### src/rtl/mem_lsu_ctrl_pkg.sv
// mem_lsu_ctrl_pkg: shared CPU defines for the MEM-stage load/store path (load/store kinds, size codes, LSU states)
package mem_lsu_ctrl_pkg;
  localparam logic [1:0] SZ_BYTE = 2'd0;
  localparam logic [1:0] SZ_HALF = 2'd1;
  localparam logic [1:0] SZ_WORD = 2'd2;
  typedef struct packed {
    logic       ReadMem;
    logic [1:0] size;
  } LoadType;
  typedef struct packed {
    logic       WriteMem;
    logic [1:0] size;
  } StoreType;
  typedef enum logic [2:0] {IDLE, WAIT_ADDR, WAIT_DATA, HOLD, CANCEL} lsu_state_t;
  function automatic logic misaligned(input logic [1:0] size, input logic [1:0] a);
    return (size == SZ_HALF && a[0]) || (size == SZ_WORD && a != 2'd0);
  endfunction
endpackage

### src/rtl/mem_lsu_ctrl_align.sv
// lsu_store_align: byte-lane strobe and lane-replicated write data for a store
// Ports: wr (store), size (SZ_*), a (addr[1:0]), data (store value) -> wstrb, wdata (both 0 for loads)
module lsu_store_align
  import mem_lsu_ctrl_pkg::*;
(
  input  logic        wr,
  input  logic [1:0]  size,
  input  logic [1:0]  a,
  input  logic [31:0] data,
  output logic [3:0]  wstrb,
  output logic [31:0] wdata
);
  always_comb begin
    wstrb = !wr ? 4'h0 : size == SZ_BYTE ? 4'b0001 << a : size == SZ_HALF ? 4'b0011 << a : 4'hF;
    wdata = !wr ? 32'h0 : size == SZ_BYTE ? {4{data[7:0]}} : size == SZ_HALF ? {2{data[15:0]}} : data;
  end
endmodule

### src/rtl/mem_lsu_ctrl.sv
// mem_lsu_ctrl: MEM-stage load/store controller driving a single-outstanding SRAM-like request/response port
// Pipeline side: MEM_Valid/LoadType/StoreType/ALUOut/OutB/Flush and WB_Wr in; MEM_DMOut, MEM_LSU_Stall,
//   MEM_AdEL/MEM_AdES/MEM_BadVAddr out. Memory side: data_req/wr/size/addr/wstrb/wdata out,
//   data_addr_ok/data_data_ok/data_rdata in. Define MEM_ADDR_CHECK_EN to trap misaligned half/word accesses.
module mem_lsu_ctrl
  import mem_lsu_ctrl_pkg::*;
#(
  parameter int ADDR_W = 32,
  parameter int DATA_W = 32
) (
  input  logic              clk,
  input  logic              rst,
  input  logic              MEM_Flush,
  input  logic              WB_Wr,
  input  logic              MEM_Valid,
  input  LoadType           MEM_LoadType,
  input  StoreType          MEM_StoreType,
  input  logic [ADDR_W-1:0] MEM_ALUOut,
  input  logic [DATA_W-1:0] MEM_OutB,
  output logic              data_req,
  output logic              data_wr,
  output logic [1:0]        data_size,
  output logic [ADDR_W-1:0] data_addr,
  output logic [3:0]        data_wstrb,
  output logic [DATA_W-1:0] data_wdata,
  input  logic              data_addr_ok,
  input  logic              data_data_ok,
  input  logic [DATA_W-1:0] data_rdata,
  output logic [DATA_W-1:0] MEM_DMOut,
  output logic              MEM_LSU_Stall,
  output logic              MEM_AdEL,
  output logic              MEM_AdES,
  output logic [ADDR_W-1:0] MEM_BadVAddr
);
  lsu_state_t        state;
  logic              ld, st, mis, op, pend, cur_wr, q_wr;
  logic [1:0]        cur_size, q_size;
  logic [3:0]        al_wstrb, q_wstrb;
  logic [DATA_W-1:0] al_wdata, q_wdata, hold_q;
  logic [ADDR_W-1:0] q_addr;
  lsu_store_align u_align (
    .wr    (cur_wr),
    .size  (cur_size),
    .a     (MEM_ALUOut[1:0]),
    .data  (MEM_OutB),
    .wstrb (al_wstrb),
    .wdata (al_wdata)
  );
  always_comb begin
    cur_wr   = MEM_StoreType.WriteMem;
    cur_size = cur_wr ? MEM_StoreType.size : MEM_LoadType.size;
    ld       = MEM_Valid & MEM_LoadType.ReadMem;
    st       = MEM_Valid & MEM_StoreType.WriteMem;
`ifdef MEM_ADDR_CHECK_EN
    mis      = misaligned(cur_size, MEM_ALUOut[1:0]);
`else
    mis      = 1'b0;
`endif
    MEM_AdEL     = ld & mis;
    MEM_AdES     = st & mis;
    MEM_BadVAddr = (MEM_AdEL | MEM_AdES) ? MEM_ALUOut : '0;
    op       = (ld | st) & ~mis & ~MEM_Flush;
    pend     = state == WAIT_ADDR;
    data_req = pend | (state == IDLE & op);
    // once a request is waiting for acceptance it is driven from the captured copy
    data_wr    = data_req & (pend ? q_wr : cur_wr);
    data_size  = !data_req ? 2'd0 : pend ? q_size : cur_size;
    data_addr  = !data_req ? '0 : pend ? q_addr : MEM_ALUOut;
    data_wstrb = !data_req ? 4'h0 : pend ? q_wstrb : al_wstrb;
    data_wdata = !data_req ? '0 : pend ? q_wdata : al_wdata;
    MEM_DMOut  = state == HOLD ? hold_q : (state == WAIT_DATA & data_data_ok & ~MEM_Flush) ? data_rdata : '0;
    MEM_LSU_Stall = (state == IDLE & op) | pend | (state == WAIT_DATA & ~data_data_ok) | state == CANCEL;
  end
  always_ff @(posedge clk or posedge rst)
    if (rst) begin
      state   <= IDLE;
      hold_q  <= '0;
      q_wr    <= 1'b0;
      q_size  <= 2'd0;
      q_addr  <= '0;
      q_wstrb <= 4'h0;
      q_wdata <= '0;
    end else
      case (state)
        IDLE:
          if (op) begin
            state   <= data_addr_ok ? WAIT_DATA : WAIT_ADDR;
            q_wr    <= cur_wr;
            q_size  <= cur_size;
            q_addr  <= MEM_ALUOut;
            q_wstrb <= al_wstrb;
            q_wdata <= al_wdata;
          end
        // a flush that coincides with acceptance still owes a response, so drain it in CANCEL
        WAIT_ADDR: state <= data_addr_ok ? (MEM_Flush ? CANCEL : WAIT_DATA) : (MEM_Flush ? IDLE : WAIT_ADDR);
        WAIT_DATA:
          if (MEM_Flush) state <= data_data_ok ? IDLE : CANCEL;
          else if (data_data_ok) begin
            state  <= WB_Wr ? IDLE : HOLD;
            hold_q <= data_rdata;
          end
        HOLD:    if (WB_Wr | MEM_Flush) state <= IDLE;
        CANCEL:  if (data_data_ok) state <= IDLE;
        default: state <= IDLE;
      endcase
endmodule

### config.mk
export PLATFORM = sky130hd
export DESIGN_NAME = mem_lsu_ctrl
export DESIGN_NICKNAME = d
export VERILOG_FILES = /design/src/rtl/mem_lsu_ctrl_pkg.sv /design/src/rtl/mem_lsu_ctrl_align.sv /design/src/rtl/mem_lsu_ctrl.sv
export SDC_FILE = /design/constraint.sdc
export NUM_CORES = 1
export LEC_CHECK = 0
export BUFFER_PORTS_ARGS = -buffer_cell sky130_fd_sc_hd__buf_4
export CAP_MARGIN = 15
export CELL_PAD_IN_SITES_DETAIL_PLACEMENT = 1
export CELL_PAD_IN_SITES_GLOBAL_PLACEMENT = 2
export CORE_UTILIZATION = 27
export CTS_BUF_LIST = sky130_fd_sc_hd__clkbuf_16
export DETAILED_ROUTE_END_ITERATION = 16
export PLACE_DENSITY_LB_ADDON = 0.08
export SYNTH_ARGS = -nofsm -noshare
export SYNTH_HDL_FRONTEND = slang
export SYNTH_HIERARCHICAL = 1
export SYNTH_SLANG_ARGS = --single-unit
export TNS_END_PERCENT = 50
### constraint.sdc
create_clock -name clk -period 2.9 [get_ports clk]
set_clock_uncertainty 0.1 [all_clocks]
set_input_delay 0.145 -clock clk [delete_from_list [all_inputs] [get_ports clk]]
set_output_delay 0.145 -clock clk [all_outputs]
set_load 0.05 [all_outputs]
[Yosys cells after proc, flatten, opt, wreduce, memory -nomap -nowiden]
Cells that the tools add are included.
Word-level totals
  register bits after elaboration: 106
  latch bits: 0
  RAM bits: 0
  bits in read-only memories: 0
  bits of input ports: 109
  output and inout bits: 139
  memories kept: 0
Cells by class
  add/subtract/negate cells: 0
  $mul: 0
  divide/modulo/power cells: 0
  magnitude comparators: 0
  equality and inequality tests: 9
  shift-type cells: 2
  mux-type cells: 30
  bitwise gates (word level): 15
  reduce and logical (&&, ||, !) cells: 5
Operators by type and width (count)
  32-bit 2-to-1 mux: 9
  3-bit 2-to-1 mux: 8
  4-bit 2-to-1 mux: 5
  3-bit case mux with 5 select lines: 1
  2-bit 2-to-1 mux: 5
  1-bit bitwise AND: 8
  3-bit by 2-bit equality test with 1-bit output, second input constant: 2
  1-bit OR: 5
  2-bit inequality test, second input constant: 2
  4-bit AND reduction: 1
  1-bit by 2-bit << shifter with 4-bit output, first input constant: 1
  2-bit by 2-bit << shifter with 4-bit output, first input constant: 1
  3-bit by 1-bit equality test with 1-bit output, second input constant: 1
  3-bit equality test, second input constant: 1
  3-bit logical NOT: 1
  3-bit inequality test, second input constant: 1
  3-bit AND reduction: 1
  2-bit by 1-bit equality test with 1-bit output, second input constant: 1
  2-bit logical NOT: 1
  1-bit 2-to-1 mux: 2
  2-bit by 1-bit inequality test with 1-bit output, second input constant: 1
  1-bit NOT: 2
  2-bit AND reduction: 1

[Logic depth before layout (Yosys ltp)]
  word-level depth: 7
  mapped depth: 7
  mapped depth without buffers: 5

[By module]
Netlist, hierarchy kept.
Modules (own cells, without submodules)
  mem_lsu_ctrl: instances 1, cells each 419, area each 5474.0 um^2
  lsu_store_align: instances 1, cells each 98, area each 695.7 um^2

[Worst setup path after synthesis]
No wires, ideal clock.
  path kind: register to output
  from: register state[2]
  to: output MEM_LSU_Stall
  data arrival time: 1.861 ns
  required time: 2.655 ns
  path slack: 0.794 ns
  cell stages (with the launch flop): 4
  path buffers: 1
  cell sequence: dfrtp_1 > clkbuf_1 > a21oi_1 > o32ai_1
Between the ends
  cells in the longest elaborated chain, start to end: 5
  elaborated cells between the ends (all ways): 9
  classes of those cells: 3 x eq/ne; 5 x bitwise; 1 x reduce/logical
RTL lines
  from (decl): line mem_lsu_ctrl.sv:35  | lsu_state_t state;
  from (signal assigned): line mem_lsu_ctrl.sv:87  | state <= data_addr_ok ? WAIT_DATA : WAIT_ADDR;
  from (signal assigned): line mem_lsu_ctrl.sv:95  | WAIT_ADDR: state <= data_addr_ok ? (MEM_Flush ? CANCEL : WAIT_DATA) : (MEM_Flush ? IDLE : WAIT_ADDR);
  from (signal assigned): line mem_lsu_ctrl.sv:97  | if (MEM_Flush) state <= data_data_ok ? IDLE : CANCEL;
  3-bit logical NOT: line mem_lsu_ctrl.sv:72  | MEM_LSU_Stall = (state == IDLE & op) | pend | (state == WAIT_DATA & ~data_data_ok) | state == CANCEL;
  1-bit bitwise AND: line mem_lsu_ctrl.sv:72
  1-bit OR (2 in series): line mem_lsu_ctrl.sv:72
  1-bit OR (*): line mem_lsu_ctrl.sv:72
  to (decl): line mem_lsu_ctrl.sv:30  | output logic MEM_LSU_Stall,
Mark *: on every way between the ends. The rest lies on a longest branch, timed or not.

[Worst setup path in the final report]
  from: register state[1]
  to: output data_wdata[9]
Between the ends
  cells in the longest elaborated chain, start to end: 4
  elaborated cells between the ends (all ways): 6
  classes of those cells: 1 x eq/ne; 2 x mux; 2 x bitwise; 1 x reduce/logical
RTL lines
  3-bit logical NOT: line mem_lsu_ctrl.sv:64  | data_req = pend | (state == IDLE & op);
  1-bit bitwise AND: line mem_lsu_ctrl.sv:64
  1-bit OR: line mem_lsu_ctrl.sv:64
  32-bit 2-to-1 mux (*): line mem_lsu_ctrl.sv:70  | data_wdata = !data_req ? '0 : pend ? q_wdata : al_wdata;
  to (decl): line mem_lsu_ctrl.sv:25  | output logic [DATA_W-1:0] data_wdata,
Marked as above.

==> qor.yml <==
drt:
  vias: 5030
  drt-initial-drc-count: 137
  wl_per_cell_um: 18.3
  drc: 0
  drtPass1Iterations: 4
  ant_nets: 0
  via_per_inst: 4.78
  wirelength_mm: 19.2
synth:
  yosysWarningCount: 6
  ys_seq_area_share_pct: 43.0
  synthDistinctLibCells: 36
  synthCells: 517
  syn-cell-area_um2: 6170
  synth_top_area_share_pct: 43.0
  synth.top_cells.by_area: "dfrtp_1, mux2_2, a22o_1"
  synth_area_per_cell_um2: 11.9
  yosys.area.top_type: "dfrtp_1"
  synth_common_cells: "dfrtp_1, mux2_2, a22o_1"
  ys.flop_type: "dfrtp_1"
  ys_ff_latch: 106
  synth_edf_count: 0
  async_flop_share_pct: 100
  synth_most_common_cell: "dfrtp_1"
placement:
  post-place-ws_ns: 0.619
  place.gp.congestion: 0.734
  place_area_um2: 7770
  hpwl_mm: 12.9
  io_buffers: 213
floorplan:
  start_util_pct: 27.9
  dieArea_um2: 23500
  coreArea_um2: 22100
  die_w_um: 153
  rows: 54
  num_io_pins: 248
  dieHeight_um: 153
sta:
  setup_tns_ns: 0
  worstMarginPinSlew_ns: 0.734
  setup_ws_ns: 0.287
  timing.fmax_mhz: 383
  fin_crit_ns: 2.61
  period_share_pct: 90.1
  hold_viol: 0
  maxSlewHeadroom_pct: 51.1
  slew_violations: 0
  rsz0062_at_grt: "false"
  setup_viol: 0
grt:
  grt_pass1_vias: 5377
  grt_pass1_wl_mm: 30.0
  antenna_found_initial: 0
  track_usage_pct: 16.4
  grt_max_degree: 107
  grt_overflow_total: 0
clock_tree:
  cts_sinks: 106
  clockBufferDepth: 2
  h-tree-depth: 3
  cts_made_buffers: 9
  clockRootBuffer: "clkbuf_16"
  clkSlewWorstSetupHoldPaths_ns: 0.07
  cts_tree: "built"
  insertion_delay_ns: 0.35
  cts-resized-gates: 0
final_layout:
  finalInstanceArea_um2: 8740
  fin_util_pct: 39.6
  drive_gt1_share_pct: 44.8
  diodes: 0
  area_growth_pct: 41.7
  nets: 880
worst_setup_path:
  cp_max_fo: 60
  setup.worst_path.class: "flop to output pin"
  crit_required_ns: 2.65
  cp.arrival_ns: 2.37
  start_kind: "flop"
  cp-end-kind: "output pin"
flow_run:
  max_cap_violations: 0
worst_hold_path:
  min_path_type: "input pin to flop"
pwr:
  p_leak_uw: 0.00411
  cellPowerDensity_nw_per_um2: 841
  ir_drop_mv: 0.344
run_status:
  status: "finished, final reports clean"
layer usage:
metal / global-route usage [%] / routed length [µm] / up-vias
li1: - / - / 2360
met5: 0 / 0 / -
met1: 20.3 / 8200 / 2515
met3: 4.54 / 1170 / 12
met4: 4.86 / 214 / 0
met2: 27.6 / 9630 / 143
worst max-delay path: stages (launching register included):
cell and delay, ns:
dfrtp_1 0.51, nor3_1 0.25, and3_4 0.47, buf_12 0.32
a22o_1 0.25, buf_4 0.22
registers in the layout (all words and copies together) (netlist names):
| name | count |
|---|---|
| q_wdata | 32 |
| q_addr | 32 |
| hold_q | 32 |
| q_wstrb | 4 |
| state | 3 |
| q_size | 2 |
| q_wr | 1 |
cell usage in the layout, fill, tap and decap left out, types with 8 or more instances in the layout:
cell type | synthesis | routed
dlygate4sd3_1 | 0 | 66
nor2_1 | 14 | 14
dfrtp_1 | 106 | 106
mux2i_1 | 19 | 19
a211oi_1 | 9 | 9
or3b_1 | 8 | 8
conb_1 | 1 | 34
clkbuf_16 | 0 | 9
mux2_2 | 105 | 105
a22o_1 | 103 | 103
nor2b_1 | 10 | 10
and2_1 | 8 | 8
a21oi_1 | 15 | 15
o21ai_0 | 8 | 8
buf_4 | 38 | 215
what timing repair did:
| action | in CTS | in global routing |
|---|---|---|
| setup buffers | 0 | 0 |
| hold buffers | 66 | 0 |
| endpoints found under the setup margin | 0 | 0 |
| endpoints found under the hold margin | 171 | 0 |
final timing paths:
path | startpoint | to | slack (ns) | depth (start not counted)
max | state[1]$_DFFE_PP0P_ | data_wdata[9] | 0.29 | 5
min | data_addr_ok | state[0]$_DFFE_PP0P_ | 0.01 | 4
max reg2reg | state[1]$_DFFE_PP0P_ | q_addr[29]$_DFFE_PP0P_ | 0.72 | 4
min reg2reg | q_addr[13]$_DFFE_PP0P_ | q_addr[13]$_DFFE_PP0P_ | 0.41 | 1
max in group asynchronous | rst | q_wdata[27]$_DFFE_PP0P_ | 1.82 | 4
min in group asynchronous | rst | hold_q[16]$_DFFE_PP0P_ | 0.43 | 4
through the flow:
step	instances	hold WS [ns]	power [µW]
2_1_floorplan	550	0.134	5110
4_1_cts	1052	0.00816	7440
3_3_place_gp	970	0.259	5890
5_1_grt	1052	0.0103	7770
3_5_place_dp	970	0.258	6000
6_report	1052	0.0134	7350
power by group:
part	switching [µW]	internal, µW
clock	584	750
combinational	1990	1430
sequential	402	2190
total	2980	4370
cell families after synthesis:
family / after synthesis / share of synthesized area, %
flip-flops: 106 / 43.0
AND/OR/NAND/NOR: 55 / 5.41
adder cells (fa/ha/maj): 4 / 0.811
other: 1 / 0.0608
buffers and inverters: 86 / 10.2
multiplexers: 124 / 22.2
AO/OA/AOI/OAI: 141 / 18.3
final cells by class:
type | instances | area [µm²]
clock buffers | 9 | 225
clock inverters | 7 | 86.3
fillers | 2432 | 13400
inverters | 6 | 26.3
multi-input cells | 358 | 3020
flip-flops and latches | 106 | 2650
well taps | 280 | 350
repair buffers | 286 | 2370
Power figures use the tool's default switching activity.
